File: config.mk
export PLATFORM = sky130hd
export DESIGN_NAME = vga_fb_arbiter
export DESIGN_NICKNAME = d
export VERILOG_FILES = /design/src/rtl/vga_fb_arbiter.sv
export SDC_FILE = /design/constraint.sdc
export NUM_CORES = 1
export LEC_CHECK = 0
export BUFFER_PORTS_ARGS = -buffer_cell sky130_fd_sc_hd__buf_2
export CAP_MARGIN = 15
export CORE_ASPECT_RATIO = 1.75
export CORE_MARGIN = 2
export CORE_UTILIZATION = 55
export CTS_CLUSTER_SIZE = 28
export DETAILED_ROUTE_END_ITERATION = 8
export PLACE_DENSITY_LB_ADDON = 0.2
export SETUP_SLACK_MARGIN = 0.3
export SLEW_MARGIN = 10
export SYNTH_ARGS = -nofsm -noshare
export SYNTH_HDL_FRONTEND = slang
export SYNTH_SLANG_ARGS = --single-unit
File: constraint.sdc
create_clock -name CLK25 -period 10.28 [get_ports CLK25]
set_input_delay 0.514 -clock CLK25 [delete_from_list [all_inputs] [get_ports CLK25]]
set_output_delay 0.514 -clock CLK25 [all_outputs]
set_load 0.01 [all_outputs]
File: src/rtl/vga_fb_arbiter.sv
// Shares one single-port framebuffer RAM between VGA pixel fetch, a fill engine and a CPU port.
// Priority per cycle: VGA fetch > fill > CPU; fetch data lands on pix_data two cycles after its address.
module vga_fb_arbiter #(
  parameter int DATA_W = 8,
  parameter int ADDR_W = 17,
  parameter int FB_W   = 320,
  parameter int FB_H   = 240
) (
  input  logic              CLK25,
  input  logic              reset,
  input  logic [9:0]        px,
  input  logic [9:0]        py,
  output logic [DATA_W-1:0] pix_data,
  output logic              vblank,
  output logic [ADDR_W-1:0] mem_addr,
  output logic              mem_we,
  output logic [DATA_W-1:0] mem_wdata,
  input  logic [DATA_W-1:0] mem_rdata,
  input  logic              cpu_req,
  input  logic              cpu_we,
  input  logic [ADDR_W-1:0] cpu_addr,
  input  logic [DATA_W-1:0] cpu_wdata,
  output logic              cpu_gnt,
  output logic              cpu_rvalid,
  output logic [DATA_W-1:0] cpu_rdata,
  input  logic              fill_start,
  input  logic [DATA_W-1:0] fill_color,
  output logic              fill_busy,
  output logic              fill_done
);

  localparam logic [ADDR_W-1:0] FB_WORDS = ADDR_W'(FB_W * FB_H);
  localparam logic [ADDR_W-1:0] FB_LAST  = ADDR_W'(FB_W * FB_H - 1);

  typedef enum logic {
    IDLE = 1'b0,
    FILL = 1'b1
  } state_t;

  state_t              state_q;
  logic [ADDR_W-1:0]   fill_addr_q;
  logic [DATA_W-1:0]   fill_color_q;
  logic [DATA_W-1:0]   pix_q;
  logic [DATA_W-1:0]   cpu_rdata_q;
  logic                fetch_q;
  logic                cpu_rd_q;
  logic                cpu_oor_q;
  logic                cpu_rvalid_q;
  logic                fill_done_q;
  logic                vblank_q;

  logic [9:0]          next_line;
  logic [9:0]          row_line;
  logic                fetch_act;
  logic                fetch_pre;
  logic                vga_slot;
  logic                fill_wr;
  logic                cpu_oor;
  logic [ADDR_W-1:0]   fetch_col;
  logic [ADDR_W-1:0]   fetch_addr;

  assign next_line = (py == 10'd524) ? 10'd0 : py + 10'd1;

  // Active fetch runs one framebuffer column ahead; px==798 prefetches column 0 of the next line.
  assign fetch_act = !px[0] && (px <= 10'd636) && (py <= 10'd479);
  assign fetch_pre = (px == 10'd798) && (next_line < 10'd480);
  assign vga_slot  = fetch_act || fetch_pre;

  assign row_line   = fetch_pre ? next_line : py;
  assign fetch_col  = fetch_pre ? '0 : ADDR_W'(px >> 1) + ADDR_W'(1);
  assign fetch_addr = ADDR_W'(row_line >> 1) * ADDR_W'(FB_W) + fetch_col;

  assign fill_wr = !vga_slot && (state_q == FILL);
  assign cpu_gnt = !vga_slot && (state_q == IDLE) && cpu_req && !fill_start;
  assign cpu_oor = (cpu_addr >= FB_WORDS);

  always_comb begin
    mem_addr  = '0;
    mem_we    = 1'b0;
    mem_wdata = '0;
    if (vga_slot) begin
      mem_addr = fetch_addr;
    end else if (fill_wr) begin
      mem_addr  = fill_addr_q;
      mem_we    = 1'b1;
      mem_wdata = fill_color_q;
    end else if (cpu_gnt) begin
      mem_addr  = cpu_addr;
      mem_we    = cpu_we && !cpu_oor;
      mem_wdata = cpu_wdata;
    end
    if (reset) mem_we = 1'b0;
  end

  always_ff @(posedge CLK25 or posedge reset) begin
    if (reset) begin
      state_q      <= IDLE;
      fill_addr_q  <= '0;
      fill_color_q <= '0;
      pix_q        <= '0;
      cpu_rdata_q  <= '0;
      fetch_q      <= 1'b0;
      cpu_rd_q     <= 1'b0;
      cpu_oor_q    <= 1'b0;
      cpu_rvalid_q <= 1'b0;
      fill_done_q  <= 1'b0;
      vblank_q     <= 1'b0;
    end else begin
      fetch_q      <= vga_slot;
      cpu_rd_q     <= cpu_gnt && !cpu_we;
      cpu_oor_q    <= cpu_oor;
      cpu_rvalid_q <= cpu_rd_q;
      vblank_q     <= (py >= 10'd480);
      fill_done_q  <= 1'b0;
      if (fetch_q) pix_q <= mem_rdata;
      if (cpu_rd_q) cpu_rdata_q <= cpu_oor_q ? '0 : mem_rdata;
      case (state_q)
        IDLE: begin
          if (fill_start) begin
            state_q      <= FILL;
            fill_color_q <= fill_color;
            fill_addr_q  <= '0;
          end
        end
        FILL: begin
          if (fill_wr) begin
            if (fill_addr_q == FB_LAST) begin
              state_q     <= IDLE;
              fill_done_q <= 1'b1;
            end else begin
              fill_addr_q <= fill_addr_q + ADDR_W'(1);
            end
          end
        end
        default: state_q <= IDLE;
      endcase
    end
  end

  assign pix_data   = pix_q;
  assign vblank     = vblank_q;
  assign cpu_rvalid = cpu_rvalid_q;
  assign cpu_rdata  = cpu_rdata_q;
  assign fill_busy  = (state_q == FILL);
  assign fill_done  = fill_done_q;

endmodule

Word-level counts from Yosys, hierarchy flattened:

Cells that the tools add are included.

* register bits: 48
* bits of input ports: 66
* logic and storage cells: 70

* $add $sub $neg: 4
* multipliers: 1
* magnitude comparators: 5
* equality and inequality tests: 6
* muxes and demuxes: 25
* bitwise operators: 1
* reductions and logical operators: 17

Operators with widths (count)
* $mux 17: 6
* $pmux 17 s2: 1
* $mux 8: 4
* $mux 10: 3
* $eq 10x10->1 const B: 2
* $add 17x1->17 const B: 1
* $add 17x10->17: 1
* $eq 17x17->1 const B: 1
* $ge 17x17->1 const B: 1
* $mul 9x3->11 const B: 1
* $add 10x1->10 const B: 1
* $add 9x1->10 const B: 1
* $ge 10x9->1 const B: 1
* $le 10x10->1 const B: 1
* $le 10x9->1 const B: 1
* $lt 10x9->1 const B: 1
* $mux 1: 10
* $logic_and 1x1->1: 9
* $logic_not 1->1: 5
* $ne 2x2->1 const B: 2
* $reduce_and 3->1: 1
* $ne 2x1->1 const B: 1
* $pmux 1 s2: 1
* $reduce_and 2->1: 1
* 2 further kinds: 2

Longest topological paths before layout:

Gate-level depths: netlist (run 1).

* depth after elaboration: 13
* mapped depth: 21
* mapped depth without buffers: 19

Least setup slack after synthesis (run 1):

Ideal clock, no wire load.

* path type: input-to-output
* from: input py[5]
* to: output mem_addr[15]
* arrival: 4.610 ns
* data required time: 9.766 ns
* slack: 5.156 ns
* stages: 19
* cells stage by stage: buf_4 > or3_1 > nor3_4 > a21oi_2 > a311oi_4 > buf_6 > nand2_1 > nor2_1 > mux2_2 > ha_1 > ha_1 > fa_1 > xor2_1 > nand2_1 > nor3_1 > o21ai_0 > nor3b_1 > xnor2_1 > mux2_2

* word-level cells in the longest chain between the ends: 12
* elaborated cells on any way between the ends: 20
* those cells by class: add/sub: 2; mul: 1; order compare: 2; eq/ne: 1; mux: 6; reduce/logical: 8

Ends and longest elaborated chain
* start: declaration: RTL line 12 `input logic [9:0] py,`
* branches (longest 11 deep; another with $add 17x10->17)
* $mux 17 *: RTL line 81 `if (vga_slot) begin`
* end: declaration: RTL line 15 `output logic [ADDR_W-1:0] mem_addr,`

Every way passes the cells marked *.

Worst setup path after layout (run 1):

* from: input py[6]
* to: output mem_addr[15]

Same word-level chain as after synthesis.

==> results.yml, run 1 <==
clocking:
  clock_path_buffers: 2
  cts.sinks: 48
  numCtsBuffers: 5
  htreeDepth: 2
  post_cts.repair.setup_buffers: 0
  root_buffer: "clkbuf_16"
  postCtsHoldBufs: 0
  cts_resized: 0
  cts_tree: "built"
  cts.clk_slew.worst_paths_ns: 0.06
  clkLatencyLatePin_ns: 0.28
floorplan:
  die_x_um: 65.8
  dieArea_um2: 7390
  ios: 113
  core_area_um2: 6490
  row_count: 39
  die_h_um: 112
  initial_core_util_pct: 56.7
worst_setup_path:
  crit_chain: "buf_2 > or3_1 > nor3_4 > a21oi_2 > a311oi_4 > buf_4 > nand2_1 > nor2_1 > mux2_2 > ha_1 > ha_1 > fa_1 > xor2_1 > nand2_1 > nor3_1 > o21ai_0 > nor3b_1 > xnor2_1 > mux2_2 > buf_2"
  reg2reg_from: "fill_addr_q[3]"
  slowest_delay_ns: 0.42
  startpoint_type: "input pin"
  reg2reg_depth: 7
  cp.required_ns: 9.77
  reg2reg_slack_ns: 8.17
  crit_type: "in2out"
  crit_path_max_fanout: 22
  cp.arrival_ns: 5.10
  crit_slowest_cell: "or3_1"
  worstReg2RegEnd: "fill_addr_q[7]"
  cp-end-kind: "primary output"
synthesis:
  synth_compound_area_share_pct: 16.8
  synth-xor-area-share_pct: 7.85
  synthArstFlopShare_pct: 100
  synth_top_family_by_area: "simple AND/OR/NAND/NOR gates"
  ys_ff_latch: 48
  seq_area_frac_synth_pct: 32.6
  synth_simple_gate_area_share_pct: 25.3
  netlist_area_um2: 3680
  synthAdderAreaFrac_pct: 8.57
  synth-edff-count: 0
  synth.avg_cell_area_um2: 8.87
  syn_nets: 505
  synthCells: 415
  yosys-mux-area-fraction_pct: 4.42
  synth_cell_types: 64
  ys_warn_count: 0
  ys.flop_type: "dfrtp_1"
timing:
  skew_ns: 0.00414
  rsz0062_at_grt: "false"
  tightest_slew_ns: 0.954
  drv_slew: 0
  holdWs_ns: 0.407
  finalCritPeriodShare_pct: 54.7
  hold_violations: 0
  layout_min_cycle_time_ns: 5.62
  slew_headroom_pct: 36.3
  setup-violations-final: 0
  fmax_mhz: 178
  tns_ns: 0
final_layout:
  nets: 612
  final_cell_mix: "buf_2 (112), nand2_1 (60), dfrtp_1 (48)"
  num-fill-cells: 545
  regArea_um2: 1200
  finish.instance_area_um2: 4460
  layout_commonest_cell: "buf_2"
  drive_above_1_share_pct: 29.6
  multiInputGateArea_um2: 2320
  diodes: 0
  area_growth_pct: 21.3
detailed_routing:
  routed-via-count: 3448
  drt-wirelength-per-cell_um: 15.0
  wl_um: 9110
  first_pass_iters: 5
  drtIter0Drc: 131
  ant_nets: 0
  vias_per_cell: 5.70
  drc: 0
global_routing:
  grt_start_max_net_pins: 49
  grt_overflow_total: 0
  antenna_found_initial: 0
  grt_pass1_wl_um: 14900
  grt_pass1_vias: 3460
  track_usage_pct: 25.6
placement:
  place.gp.congestion: 0.900
  hpwl_um: 7260
  port_buffers: 112
  place_area_um2: 4280
worst_hold_path:
  min_to: "cpu_rd_q"
  min_path_cells: 2
  hp-start: "cpu_we"
  worst_hold_path_type: "in2reg"
pwr:
  powerDensity_nw_per_um2: 144
  p_leak_nw: 2.18
  vdd_drop_max_mv: 0.0841
outcome:
  status: "finished, final reports clean"
run:
  drv_cap: 0
[cell families after synthesis]
logic type | count (synthesis)
buffers and inverters | 34
multiplexers | 15
adder cells (fa/ha/maj) | 24
AND/OR/NAND/NOR | 173
XOR/XNOR | 33
flip-flops | 48
AO/OA/AOI/OAI | 88
[layout make-up]
cell class              instances  share of cell area (%)
multi-input cells             333                    52.0
flip-flops and latches         48                    26.9
clock buffers                   6                    3.11
well taps                      82                    2.30
inverters                      17                    1.43
clock inverters                 2                   0.869
repair buffers                117                    13.4
[metrics by stage]
step	setup slack, ns	utilization, %	std cells	power [mW]
CTS	4.67	68.7	604	0.646
detailed placement	4.67	65.9	596	0.457
floorplan	5.16	-	415	0.382
finish	4.66	68.8	605	0.642
global route	4.24	68.8	605	0.682
global placement	4.79	65.9	596	0.450
[sequential cells by signal, indices dropped and copies added (netlist names)]
register      flops
fill_color_q      8
pix_data          8
cpu_oor_q         1
cpu_rdata         8
cpu_rvalid        1
vblank            1
cpu_rd_q          1
fill_busy         1
fill_addr_q      17
fetch_q           1
fill_done         1
[where the power goes]
part	switching, mW	leakage [nW]	internal (mW)
Sequential	0.0276	0.583	0.218
Combinational	0.109	1.51	0.0987
Clock	0.0674	0.0871	0.122
[layer usage]
metal	up-vias	global-route usage, %	routed length, µm	share of wire (%)
met4	0	14.2	365	4.0
met1	1624	25.5	3380	37
met2	96	49.3	5040	55
met3	22	2.20	315	3.5
met5	-	0	0	0
li1	1706	-	-	-
[critical path, delay by kind of cell]
| kind | cells | cell delay, ns |
|---|---|---|
| AO/OA/AOI/OAI | 3 | 0.53 |
| adder cells (fa/ha/maj) | 3 | 0.95 |
| buffers and inverters | 3 | 0.64 |
| multiplexers | 2 | 0.62 |
| AND/OR/NAND/NOR | 7 | 1.55 |
| XOR/XNOR | 2 | 0.32 |
[cell usage after synthesis, types with 9 or more instances]
cell type / instances / share of area [%]
dfrtp_1: 48 / 33
nand2_1: 60 / 6.1
mux2_2: 10 / 3.1
ha_1: 22 / 7.5
a22oi_1: 12 / 2.4
a21oi_1: 17 / 2.3
xnor2_1: 19 / 4.5
o21ai_0: 21 / 2.9
inv_1: 17 / 1.7
a22o_1: 9 / 2.1
nor2_1: 38 / 3.9
nand3_1: 15 / 2.0
xor2_1: 14 / 3.3
[how the worst max path moves through the flow]
stage | startpoint | cells after the start | endpoint | slack [ns]
floorplan | py[5] | 19 | mem_addr[15] | 5.16
global placement | py[6] | 20 | mem_addr[15] | 4.79
detailed placement | py[6] | 20 | mem_addr[15] | 4.67
CTS | py[6] | 20 | mem_addr[15] | 4.67
global route | py[6] | 19 | mem_addr[15] | 4.24
finish | py[6] | 20 | mem_addr[15] | 4.66
No activity file was read; power rests on OpenSTA's default activity.
==> run 2, diff against run 1 <==
Settings changed: ABC_AREA set to 1, CORE_UTILIZATION 55 to 53.
Clock period 10.28 ns to 5.3 ns, I/O delays scaled along.
==> results.yml, run 2 <==
outcome:
  status: "finished, final reports clean"
detailed_routing:
  vias_per_cell: 5.31
  first_pass_iters: 7
  drt-wirelength-per-cell_um: 13.7
  drtIter0Drc: 227
  wl_um: 10700
  ant_nets: 0
  routed-via-count: 4153
  drc: 0
floorplan:
  ios: 113
  row_count: 42
  die_x_um: 69.7
  core_area_um2: 7460
  die_h_um: 119
  initial_core_util_pct: 53.7
  dieArea_um2: 8300
final_layout:
  final_core_utilization_pct: 64.0
  regArea_um2: 1200
  num-fill-cells: 712
  largest_reg_flops: 17
  diodes: 0
  drive_above_1_share_pct: 22.3
  multiInputGateArea_um2: 2440
  finish.instance_area_um2: 4770
  final_cell_mix: "nand2_1 (202), buf_2 (112), inv_1 (67)"
  nets: 783
  instances_no_fill: 782
  area_growth_pct: 19.2
  top_register: "fill_addr_q"
  layout_commonest_cell: "nand2_1"
global_routing:
  antenna_found_initial: 0
  grt_start_max_net_pins: 49
  grt_pass1_vias: 4044
  grt_overflow_total: 0
  track_usage_pct: 26.5
  grt_pass1_wl_um: 17800
clocking:
  htreeDepth: 2
  cts_resized: 0
  cts.clk_slew.worst_paths_ns: 0.06
  clkLatencyLatePin_ns: 0.29
  post_cts.repair.setup_buffers: 0
  clock_path_buffers: 2
  root_buffer: "clkbuf_16"
  cts_tree: "built"
  postCtsHoldBufs: 0
  cts.sinks: 48
  numCtsBuffers: 5
synthesis:
  seq_area_frac_synth_pct: 30.0
  synth_top_area_share_pct: 30.0
  synth.most_common_cell: "nand2_1"
  synth.avg_cell_area_um2: 6.82
  syn_nets: 677
  netlist_area_um2: 4010
  ys.flop_type: "dfrtp_1"
  synth-edff-count: 0
  synth_cell_types: 45
  ys_warn_count: 0
  synth_area_leader_cell: "dfrtp_1"
  synthArstFlopShare_pct: 100
  synth_area_leaders: "dfrtp_1 (30%), nand2_1 (19%), ha_1 (6.9%)"
  synth_common_cells: "nand2_1 (202), inv_1 (68), nor2_1 (54)"
  synthCells: 587
  ys_ff_latch: 48
run:
  drv_cap: 0
timing:
  tns_ns: 0
  fmax_mhz: 239
  holdWs_ns: 0.144
  worst_slack_ns: 1.11
  rsz0062_at_grt: "false"
  slew_headroom_pct: 34.9
  setup-violations-final: 0
  hold_violations: 0
  skew_ns: 0.00344
  finalCritPeriodShare_pct: 79.0
  drv_slew: 0
  layout_min_cycle_time_ns: 4.19
  tightest_slew_ns: 0.975
pwr:
  powerDensity_nw_per_um2: 250
  switching_power_uw: 398
  p_int_uw: 794
  p_sw_share_pct: 33.4
  p_leak_nw: 2.62
  p_seq_share_pct: 37.6
  power.clock.fraction_pct: 31.5
  p_comb_share_pct: 31.0
  vdd_drop_max_mv: 0.177
  total_power_mw: 1.19
worst_setup_path:
  slowest_delay_ns: 0.43
  crit_slowest_cell: "fa_1"
  cp.arrival_ns: 3.92
  crit_type: "in2out"
  cpMostUsedCell: "nand2_1"
  cp.required_ns: 5.04
  cp-end-kind: "primary output"
  startpoint: "py[0]"
  crit_chain: "buf_2 > ha_1 > inv_1 > nor2_2 > nand4_1 > nand2_1 > inv_1 > nand3_2 > nand2_1 > or2_2 > o211ai_1 > inv_1 > ha_1 > ha_1 > fa_1 > xor2_1 > inv_1 > nor3_1 > nand3_1 > nand2_1 > nand2_1 > nand2_1 > o211ai_1 > buf_2"
  startpoint_type: "input pin"
  crit_path_max_fanout: 4
  reg2reg_from: "fill_addr_q[0]"
placement:
  pre_cts_slack_ns: 1.12
  place_area_um2: 4600
  dp.cells: 774
  place.gp.congestion: 0.922
  hpwl_um: 8520
  port_buffers: 112
worst_hold_path:
  worst_hold_path_type: "in2reg"
  hp-start: "cpu_we"
## run 2: changes by cell type in the layout (fill, tap and decap cells not counted), moves of 6 or more
cell and change:
inv_1 +51, nand2_1 +142, xnor2_1 -14, nor2_1 +16, a21oi_1 -6, o211ai_1 +10
a22oi_1 -11, a22o_1 -9, nand3_1 +29
## run 2: final cells by class
class / instances / share of cell area [%]
repair buffers: 112 / 11.7
clock buffers: 6 / 2.91
clock inverters: 2 / 0.813
well taps: 88 / 2.31
multi-input cells: 452 / 51.2
inverters: 74 / 5.87
flip-flops and latches: 48 / 25.2
## run 2: cell families after synthesis
kind of cell,Yosys count,synth area share [%]
compound gates,49,7.40
xor+xnor,21,4.59
flops,48,30.0
buf+inv,87,9.00
fa+ha+maj,24,7.87
mux,8,2.25
simple gates,350,38.9
## run 2: worst max-delay path, delay by kind of cell
| family | cells | cell delay (ns) |
|---|---|---|
| compound gates | 2 | 0.20 |
| xor+xnor | 1 | 0.20 |
| fa+ha+maj | 4 | 1.22 |
| buf+inv | 6 | 0.56 |
| simple gates | 11 | 1.48 |
## run 2: power groups by stage
stage          clock (mW)  sequential, mW  combinational [mW]
6_report            0.375           0.448               0.369
5_1_grt             0.391           0.454               0.415
2_1_floorplan           0           0.450               0.242
3_3_place_gp            0           0.452               0.359
3_5_place_dp            0           0.452               0.368
4_1_cts             0.383           0.448               0.369
## run 2: final timing paths
path / endpoint / slack, ns / cells after the start
worst min register to register: fill_color_q[2] / 0.47 / 2
worst min-delay path: cpu_rd_q / 0.14 / 2
min in group asynchronous: fill_addr_q[9] / 0.22 / 2
worst max-delay path: mem_addr[15] / 1.11 / 24
worst max register to register: fill_addr_q[11] / 3.10 / 11
max in group asynchronous: fill_addr_q[14] / 4.47 / 2
## run 2: layer usage
| metal | track usage (%) | routed length [µm] | vias to the layer above |
|---|---|---|---|
| met4 | 16.1 | 546 | 0 |
| met5 | 0 | 0 | - |
| met1 | 27.9 | 3890 | 1882 |
| met2 | 49.6 | 5750 | 145 |
| li1 | - | - | 2088 |
| met3 | 2.45 | 544 | 38 |
